## config.mk

```make
export PLATFORM = sky130hd
export DESIGN_NAME = wr_frontend
export DESIGN_NICKNAME = d
export VERILOG_FILES = /design/src/rtl/fifo_pkg.sv /design/src/rtl/sync_r2w.sv /design/src/rtl/wr_frontend.sv
export SDC_FILE = /design/constraint.sdc
export NUM_CORES = 1
export LEC_CHECK = 0
export BUFFER_PORTS_ARGS = -buffer_cell sky130_fd_sc_hd__buf_2
export CORE_AREA = 2 2 58 60
export DETAILED_ROUTE_END_ITERATION = 8
export DIE_AREA = 0 0 60 62
export HOLD_SLACK_MARGIN = 0.12
export PLACE_DENSITY = 0.88
export SLEW_MARGIN = 20
export SYNTH_ARGS = -nofsm -noshare
export SYNTH_HDL_FRONTEND = slang
export SYNTH_SLANG_ARGS = --single-unit
```

## constraint.sdc

```tcl
create_clock -name wclk -period 3.4 [get_ports wclk]
set_input_delay 0.51 -clock wclk [delete_from_list [all_inputs] [get_ports wclk]]
set_output_delay 0.51 -clock wclk [all_outputs]
set_load 0.03 [all_outputs]
```

## src/rtl/fifo_pkg.sv

```systemverilog
// Shared constants and Gray/binary pointer helpers for the asynchronous FIFO.
package fifo_pkg;

    localparam int DEF_ADD_SIZE = 4;
    localparam int DEF_DATA_W   = 8;
    localparam int PTR_W        = DEF_ADD_SIZE + 1;
    // Helpers work on a wide vector so any pointer width can be zero-extended into them.
    localparam int CONV_W       = 32;

    function automatic logic [CONV_W-1:0] gray2bin(input logic [CONV_W-1:0] g);
        logic [CONV_W-1:0] b;
        b[CONV_W-1] = g[CONV_W-1];
        for (int i = CONV_W - 2; i >= 0; i--) begin
            b[i] = b[i+1] ^ g[i];
        end
        return b;
    endfunction

    function automatic logic [CONV_W-1:0] bin2gray(input logic [CONV_W-1:0] b);
        return b ^ (b >> 1);
    endfunction

endpackage

```

## src/rtl/sync_r2w.sv

```systemverilog
// Two-flop synchroniser carrying the read-domain Gray pointer into wclk.
module sync_r2w #(
    parameter int PTR_W = 5
) (
    input  logic             wclk,
    input  logic             wrst_n,
    input  logic [PTR_W-1:0] ptr_i,
    output logic [PTR_W-1:0] ptr_o
);

    logic [PTR_W-1:0] q1_q;
    logic [PTR_W-1:0] q2_q;

    // Metastability chain: no logic between the two stages.
    always_ff @(posedge wclk or negedge wrst_n) begin
        if (!wrst_n) begin
            q1_q <= {PTR_W{1'b0}};
            q2_q <= {PTR_W{1'b0}};
        end else begin
            q1_q <= ptr_i;
            q2_q <= q1_q;
        end
    end

    assign ptr_o = q2_q;

endmodule

```

## src/rtl/wr_frontend.sv

```systemverilog
// Write-side FIFO front end: 2-entry skid buffer feeding winc/wdata, rptr
// synchroniser, and a registered pessimistic fill level with almost-full flag.
module wr_frontend
    import fifo_pkg::*;
#(
    parameter int ADD_SIZE  = DEF_ADD_SIZE,
    parameter int DATA_W    = DEF_DATA_W,
    parameter int AF_THRESH = 12
) (
    input  logic                wclk,
    input  logic                wrst_n,
    input  logic                s_valid,
    input  logic [DATA_W-1:0]   s_data,
    output logic                s_ready,
    input  logic [ADD_SIZE:0]   rptr,
    output logic [ADD_SIZE:0]   wq2_rptr,
    input  logic [ADD_SIZE:0]   wptr,
    input  logic                wfull,
    output logic                winc,
    output logic [DATA_W-1:0]   wdata,
    output logic [ADD_SIZE:0]   wlevel,
    output logic                walmost_full
);

    localparam int WPTR_W = ADD_SIZE + 1;

    logic [1:0]        count_q, count_d;
    logic [DATA_W-1:0] head_q, head_d;
    logic [DATA_W-1:0] tail_q, tail_d;
    logic [WPTR_W-1:0] level_q, level_d;
    logic              af_q, af_d;
    logic              push_s;
    logic              pop_s;

    sync_r2w #(
        .PTR_W (WPTR_W)
    ) u_sync_r2w (
        .wclk   (wclk),
        .wrst_n (wrst_n),
        .ptr_i  (rptr),
        .ptr_o  (wq2_rptr)
    );

    // Ready depends only on occupancy, so the producer never sees a path from wfull.
    assign s_ready = (count_q != 2'd2);
    assign push_s  = s_valid & s_ready;
    assign winc    = (count_q != 2'd0) & ~wfull;
    assign pop_s   = winc;
    assign wdata   = head_q;

    // Skid queue next state: head is always the oldest word.
    always_comb begin
        count_d = count_q;
        head_d  = head_q;
        tail_d  = tail_q;
        case (count_q)
            2'd0: begin
                if (push_s) begin
                    head_d  = s_data;
                    count_d = 2'd1;
                end else begin
                    count_d = 2'd0;
                end
            end
            2'd1: begin
                if (push_s && pop_s) begin
                    head_d  = s_data;
                end else if (push_s) begin
                    tail_d  = s_data;
                    count_d = 2'd2;
                end else if (pop_s) begin
                    count_d = 2'd0;
                end else begin
                    count_d = 2'd1;
                end
            end
            2'd2: begin
                if (pop_s) begin
                    head_d  = tail_q;
                    count_d = 2'd1;
                end else begin
                    count_d = 2'd2;
                end
            end
            default: begin
                count_d = 2'd0;
            end
        endcase
    end

    // Modular subtraction absorbs pointer wrap; the stale rptr only ever over-reports.
    always_comb begin
        level_d = WPTR_W'(gray2bin(CONV_W'(wptr)) - gray2bin(CONV_W'(wq2_rptr)));
        af_d    = (level_d >= WPTR_W'(AF_THRESH));
    end

    // State registers; level and flag update together so they never disagree.
    always_ff @(posedge wclk or negedge wrst_n) begin
        if (!wrst_n) begin
            count_q <= 2'd0;
            head_q  <= {DATA_W{1'b0}};
            tail_q  <= {DATA_W{1'b0}};
            level_q <= {WPTR_W{1'b0}};
            af_q    <= 1'b0;
        end else begin
            count_q <= count_d;
            head_q  <= head_d;
            tail_q  <= tail_d;
            level_q <= level_d;
            af_q    <= af_d;
        end
    end

    assign wlevel       = level_q;
    assign walmost_full = af_q;

endmodule

```

Yosys cells after proc, flatten, opt, wreduce, memory -nomap -nowiden
Cells that the tools add are included.
W data, S select, Z words.
{"block": "op_classes", "n_addsub": 1, "order_cmp": 1, "eq_ne": 7, "n_mux": 10, "bitwise_logic": 12, "reduce_logical": 6}
{"op": "$mux W8", "n": 3}
{"op": "$pmux W8 S3", "n": 1}
{"op": "$ne A2 B2 Y1 const B", "n": 5}
{"op": "$xor A1 B1 Y1", "n": 8}
{"op": "$mux W2", "n": 3}
{"op": "$pmux W2 S3", "n": 1}
{"op": "$ge A5 B4 Y1 const B", "n": 1}
{"op": "$sub A5 B5 Y5", "n": 1}
{"op": "$reduce_and A4 Y1", "n": 1}
{"op": "$reduce_and A3 Y1", "n": 1}
{"op": "$reduce_bool A3 Y1", "n": 1}
{"op": "$and A1 B1 Y1", "n": 2}
{"op": "$eq A2 B1 Y1 const B", "n": 1}
{"op": "$eq A2 B2 Y1 const B", "n": 1}
{"op": "$logic_not A2 Y1", "n": 1}
{"op": "$mux W1", "n": 2}
{"op": "$not A1 Y1", "n": 2}
{"op": "$reduce_bool A2 Y1", "n": 1}
{"op": "$logic_and A1 B1 Y1", "n": 1}
{"block": "word_totals", "register_bits": 34, "input_bits": 22}

Logic depth before layout (Yosys ltp)
Gate-level depths: netlist of run 1.
{"block": "logic_depth", "ltp_word": 6, "ltp_mapped": 10}

By module
A second synthesis of run 1 with hierarchy kept.
{"block": "unflattened", "hier_cells": 123, "area_unflattened_um2": 1527.7}
{"module": "wr_frontend", "n_inst": 1, "cells_per_inst": 113, "area_per_inst_um2": 1277.5, "seq_area_each_um2": 600.6}
{"module": "sync_r2w", "n_inst": 1, "cells_per_inst": 10, "area_per_inst_um2": 250.2, "seq_area_each_um2": 250.2}

Worst setup path after synthesis of run 1
Ideal clock, no wire load.
{"block": "synth_path", "path_type": "reg-to-reg", "startpoint": "reg u_sync_r2w.q2_q[4], in the netlist u_sync_r2w.ptr_o[4]", "endpoint": "reg af_q, in the netlist walmost_full", "setup_time_ps": 126, "arrival_ps": 2532, "required_time_ps": 3274, "slack_ps": 742, "path_stages_with_launch": 11, "path_buffers": 0, "synth_period_minus_slack_ps": 2658, "cell_sequence": "dfrtp_1 xnor2_2 xor2_2 xor2_2 xnor2_1 ha_1 fa_1 nand2b_1 a21oi_1 xnor2_1 a311o_1"}
{"block": "synth_between", "elab_chain_cells": 6}
{"item": "start, declared", "line": "sync_r2w.sv:12", "source": "logic [PTR_W-1:0] q2_q;"}
{"item": "start signal, assigned", "line": "sync_r2w.sv:18", "source": "q2_q <= {PTR_W{1'b0}};"}
{"item": "start signal, assigned", "line": "sync_r2w.sv:21", "source": "q2_q <= q1_q;"}
{"item": "$xor A1 B1 Y1 (4 in series)", "line": "fifo_pkg.sv:14", "source": "b[i] = b[i+1] ^ g[i];"}
{"item": "$sub A5 B5 Y5 *", "line": "wr_frontend.sv:93", "source": "level_d = WPTR_W'(gray2bin(CONV_W'(wptr)) - gray2bin(CONV_W'(wq2_rptr)));"}
{"item": "net level_d[4]", "line": "wr_frontend.sv:30", "source": "logic [WPTR_W-1:0] level_q, level_d;"}
{"item": "$ge A5 B4 Y1 *", "line": "wr_frontend.sv:94", "source": "af_d = (level_d >= WPTR_W'(AF_THRESH));"}
{"item": "net af_d", "line": "wr_frontend.sv:31", "source": "logic af_q, af_d;"}
{"item": "end signal, assigned", "line": "wr_frontend.sv:104", "source": "af_q <= 1'b0;"}
{"item": "end signal, assigned", "line": "wr_frontend.sv:110", "source": "af_q <= af_d;"}
{"item": "end, declared", "line": "wr_frontend.sv:31"}
Mark *: on every way through the listed nets, which the timed path passes. The rest lies on a longest branch.
A chain may end at the register's enable or synchronous reset.

Final worst setup path of run 1
Ends and elaborated chain as after synthesis.

==> results.txt, run 1 <==
status = finished, final reports clean
worst skew pair latency = 0.31 ns
VDD IR-drop max = 353 uV
final net count = 182
share of cells above drive strength 1 = 52.6%
initial antenna violation count = 0
CORE AREA = 3180 um2
GP Congestion = 0.803
Cell Area, Synth = 1530 um2
vias in the first global route = 916
sequential area share after synthesis = 55.6%
Hold-fix buffers, CTS = 0
Max Freq = 363 MHz
max_cap viols = 0
DRT iter0 DRCs = 30
Rows = 21
post-place setup slack = 0.408 ns
Area growth syn-to-layout = 20.4%
DP HPWL = 1990 um
overall routing resource usage = 14.9%
final hold slack = 0.234 ns
Initial DRT Pass Iterations = 2
CP Launch Type = flop
clk slew on worst S/H paths = 0.10 ns
Syn Inst Count = 108
number of H-tree levels = 2
average wire per standard cell = 12.9 um
global-route wire length before repair = 3900 um
clk sinks = 34
delay-heaviest family, CP = XOR/XNOR gates
register area = 851 um2
Distinct cells, synth = 23
CP Class = flop to flop
worst-case clock skew = 0.00621 ns
Setup WS post-layout = 0.643 ns
crit path capture type = flop
crit path cell chain = xnor2_2 -> xor2_2 -> xor2_2 -> xnor2_1 -> ha_1 -> fa_1 -> nand2b_1 -> a21oi_1 -> xnor2_1 -> a311o_1
Max clock buf depth = 2
Post-Syn Nets = 135
layout filler cell count = 274
maximum fanout along the worst path = 4
grt total ovfl = 0
CTS tree = built
WP buf/inv = 0
minimum clock period = 2.76 ns
Initial Util = 48.1%
largest net degree at the start of global routing = 35
measured slew at the worst slew-check pin = 0.839 ns
slowest stage delay, CP = 0.45 ns
Post-Layout Cell Count = 202
CP Data Required Time = 3.60 ns
Pleak = 0.870 nW
vias post-DR = 937
Die Height = 62 um
antenna viol nets, final = 0
Yosys warning count = 0
Synth Register Bits = 34
area leader, netlist = dfrtp_1
setup TNS = 0 ns
area of the multi-input gates = 639 um2
final setup fails = 0
P per Cell Area = 726 nW/um2
die width = 60 um
setup repair bufs after CTS = 0
I/O Buffers = 42
max-slew headroom at the worst pin = 44.0%
worst hold path type = primary input to asynchronous set/reset pin
Final Max Slew Viols = 0
RSZ-0062 raised after global routing = false
Inst Count DP = 194
via/cell ratio = 4.64
CTS buffer count = 5
# diodes = 0
root buffer cell = clkbuf_4
# IOs = 43
critical path arrival = 2.96 ns
share of the synthesized area in the top cell type = 55.6%
final number of hold-violating endpoints = 0
Final Routed Wirelength = 2600 um
Mean Syn Cell Area = 14.2 um2
Post-CTS Resized = 0
DRC violations left = 0
top cells by area, synth = dfrtp_1, mux2_2, xor2_2
DIE AREA = 3720 um2
Final Cycle Share = 81.1%
CP max-delay cell = fa_1
[power breakdown]
part | switching, mW | internal (mW) | total, mW
sequential | 0.0499 | 0.526 | 0.576
clock | 0.120 | 0.100 | 0.221
combinational | 0.322 | 0.216 | 0.539
[per-stage QoR]
stage	utilization, %	total power [mW]	area, um2
after floorplan	-	0.976	1530
after global placement	56.0	1.09	1780
after detailed placement	56.0	1.13	1780
after CTS	57.9	1.35	1840
after global routing	57.9	1.42	1840
final	57.9	1.34	1840
[final timing paths]
check	startpoint	to	slack, ns	depth (start not counted)
worst max-delay path	u_sync_r2w.ptr_o[4]	walmost_full	0.64	10
worst max register to register	u_sync_r2w.ptr_o[4]	walmost_full	0.64	10
worst min-delay path	wrst_n	wdata[4]	0.23	1
min in group wclk	rptr[4]	u_sync_r2w.q1_q[4]	0.30	1
max in group asynchronous	wrst_n	u_sync_r2w.q1_q[4]	2.70	1
worst min register to register	u_sync_r2w.q1_q[4]	u_sync_r2w.ptr_o[4]	0.35	0
[per-layer routing]
metal | routed length, um | GRT usage, % | vias up
met1 | 967 | 15.0 | 456
met4 | 63 | 8.89 | 0
li1 | - | - | 451
met3 | 87 | 4.55 | 6
met5 | 0 | 0 | -
met2 | 1480 | 27.0 | 24
[cell usage in the layout (no fill, tap or decap), types with 4 or more instances in the layout]
cell type,n
ha_1,4
xor2_2,4
mux2_2,25
clkbuf_4,5
xnor2_1,6
buf_2,42
inv_1,6
nor2_1,5
dfrtp_1,34
[final cells by class]
class | count | share of cell area (%)
tap | 46 | 3.13
multi-input combinational | 66 | 34.7
clock inverter | 1 | 0.272
timing repair buffer | 42 | 11.4
sequential | 34 | 46.2
clock buffer | 7 | 2.99
inverter | 6 | 1.22
[synth_stat cells]
master,n
o21bai_1,1
xnor2_1,6
dfrtp_1,34
fa_1,1
xnor2_2,2
buf_2,1
inv_1,6
mux2_2,25
buf_6,1
nand2b_1,3
xor2_2,4
a21oi_1,3
or2_2,1
nor3_1,1
nor2_1,5
nor2b_1,1
xor2_1,2
nor2_2,1
nand2_1,3
a311o_1,1
ha_1,4
a21o_1,1
a211oi_1,1
[cell families after synthesis]
| kind of cell | synth area share [%] |
|---|---|
| flops | 55.6 |
| mux | 18.4 |
| simple gates | 4.75 |
| xor+xnor | 11.0 |
| buf+inv | 2.54 |
| compound gates | 3.11 |
| fa+ha+maj | 4.58 |
[sequential cells by signal, indices dropped and copies added (netlist names)]
register          flops
tail_q                8
u_sync_r2w.q1_q       5
u_sync_r2w.ptr_o      5
walmost_full          1
count_q               2
wlevel                5
wdata                 8
Note: power is estimated with default switching activity, not from simulation.
==> inputs of run 2 (changes only) <==
CORE_AREA = 2 2 61 63   (was 2 2 58 60)
DIE_AREA = 0 0 63 65   (was 0 0 60 62)
PLACE_DENSITY = 0.84   (was 0.88)
clock period = 2.35 ns   (was 3.4 ns; I/O delays follow)
==> run 2 against run 1 <==
The flow now finishes with violations (setup timing). Critical path depth is the same. Final cell count up 9.9%. Sequential cell count stayed put. Sequential power rose by 46%. Critical path type unchanged. Critical endpoint unchanged.
==> results.txt, run 2 (synthesis gave the netlist of run 1 again) <==
status = finished, violations left
failing checks = setup timing
vias post-DR = 1042
top sig layer = met4
CP Launch Type = flop
WL met2 = 1780 um
# IOs = 43
final net count = 200
antenna viol nets, final = 0
number of H-tree levels = 2
maximum fanout along the worst path = 2
final number of hold-violating endpoints = 0
Final Instance Area = 2040 um2
average wire per standard cell = 13.4 um
Final Routed Wirelength = 2970 um
Die Height = 65 um
Tot Pwr = 2.05 mW
Setup WS post-layout = -0.137 ns
Pleak = 0.961 nW
post-place setup slack = -0.214 ns
Final Max Slew Viols = 0
die width = 63 um
overall routing resource usage = 16.4%
VDD IR-drop max = 590 uV
Final Util = 58.3%
commonest non-fill, non-tap cell in the layout = buf_2
RSZ-0062 raised after global routing = true
grt total ovfl = 0
final setup fails = 1
Metal-1 WL = 1010 um
worst hold path type = primary input to flop
most frequent cells in the layout = buf_2, dfrtp_1, mux2_2, buf_4, dlygate4sd3_1
largest net degree at the start of global routing = 35
Inst Count DP = 204
DP HPWL = 2160 um
max-slew headroom at the worst pin = 52.1%
global-route wire length before repair = 4860 um
max_cap viols = 0
# diodes = 0
vias in the first global route = 1158
worst-case clock skew = 0.00976 ns
Initial Util = 43.7%
Initial DRT Pass Iterations = 4
critical path arrival = 2.72 ns
Max Freq = 402 MHz
via/cell ratio = 4.69
DIE AREA = 4100 um2
met3 routed WL = 74 um
DRT iter0 DRCs = 21
root buffer cell = clkbuf_4
worst skew pair latency = 0.33 ns
Post-Layout Cell Count = 222
Area growth syn-to-layout = 33.3%
P per Cell Area = 1010 nW/um2
GP Congestion = 0.761
clk slew on worst S/H paths = 0.10 ns
CORE AREA = 3500 um2
I/O Buffers = 42
CTS buffer count = 5
setup TNS = -0.137 ns
CTS tree = built
DRC violations left = 0
measured slew at the worst slew-check pin = 0.718 ns
crit path capture type = flop
clk sinks = 34
CP Class = flop to flop
minimum clock period = 2.49 ns
initial antenna violation count = 0
final hold slack = 0.263 ns
layout filler cell count = 287
Final Cycle Share = 106%
share of cells above drive strength 1 = 58.6%
Max clock buf depth = 2
placed inst area = 1860 um2
CP Data Required Time = 2.58 ns
Rows = 22
[run 2: cell type report]
cell class                 instances  area, um2  share of cell area (%)
clock buffer                       7       55.1                    2.70
clock inverter                     1       5.00                   0.246
inverter                           6       22.5                    1.10
multi-input combinational         66        682                    33.5
sequential                        34        853                    41.9
tap                               48       60.1                    2.95
timing repair buffer              60        360                    17.7
[run 2: per-layer routing]
metal | vias up | track usage [%]
li1 | 486 | -
met1 | 524 | 15.3
met2 | 21 | 30.2
met3 | 11 | 3.82
met4 | 0 | 13.9
met5 | - | 0
[run 2: worst paths after layout]
check	startpoint	to	slack (ns)	cells past startpoint
setup reg to reg	u_sync_r2w.ptr_o[3]	walmost_full	-0.14	10
max in group asynchronous	wrst_n	u_sync_r2w.ptr_o[4]	1.24	2
hold reg to reg	u_sync_r2w.q1_q[3]	u_sync_r2w.ptr_o[3]	0.36	0
min in group asynchronous	wrst_n	u_sync_r2w.ptr_o[1]	0.60	2
setup / recovery	u_sync_r2w.ptr_o[3]	walmost_full	-0.14	10
hold / removal	s_data[4]	tail_q[4]	0.26	2
[run 2: where the power goes]
group / switching (mW) / internal, mW
logic: 0.500 / 0.380
registers: 0.0766 / 0.762
clock network: 0.186 / 0.145
total: 0.763 / 1.29
[run 2: worst max-delay path: stages, from the launching register on]
cell and delay (ns):
dfrtp_2 0.45, xnor2_4 0.20, xor2_2 0.21, xor2_2 0.18, xnor2_1 0.10, ha_2 0.19, fa_2 0.34, nand2b_4 0.16
a21oi_4 0.18, xnor2_2 0.10, a311o_1 0.27
[run 2: repair_timing]
item	CTS	global route
hold endpoints to repair	39	0
setup endpoints to repair	1	2
setup buffers	2	2
pin swaps	3	8
resized for setup	2	2
hold buffers	6	0
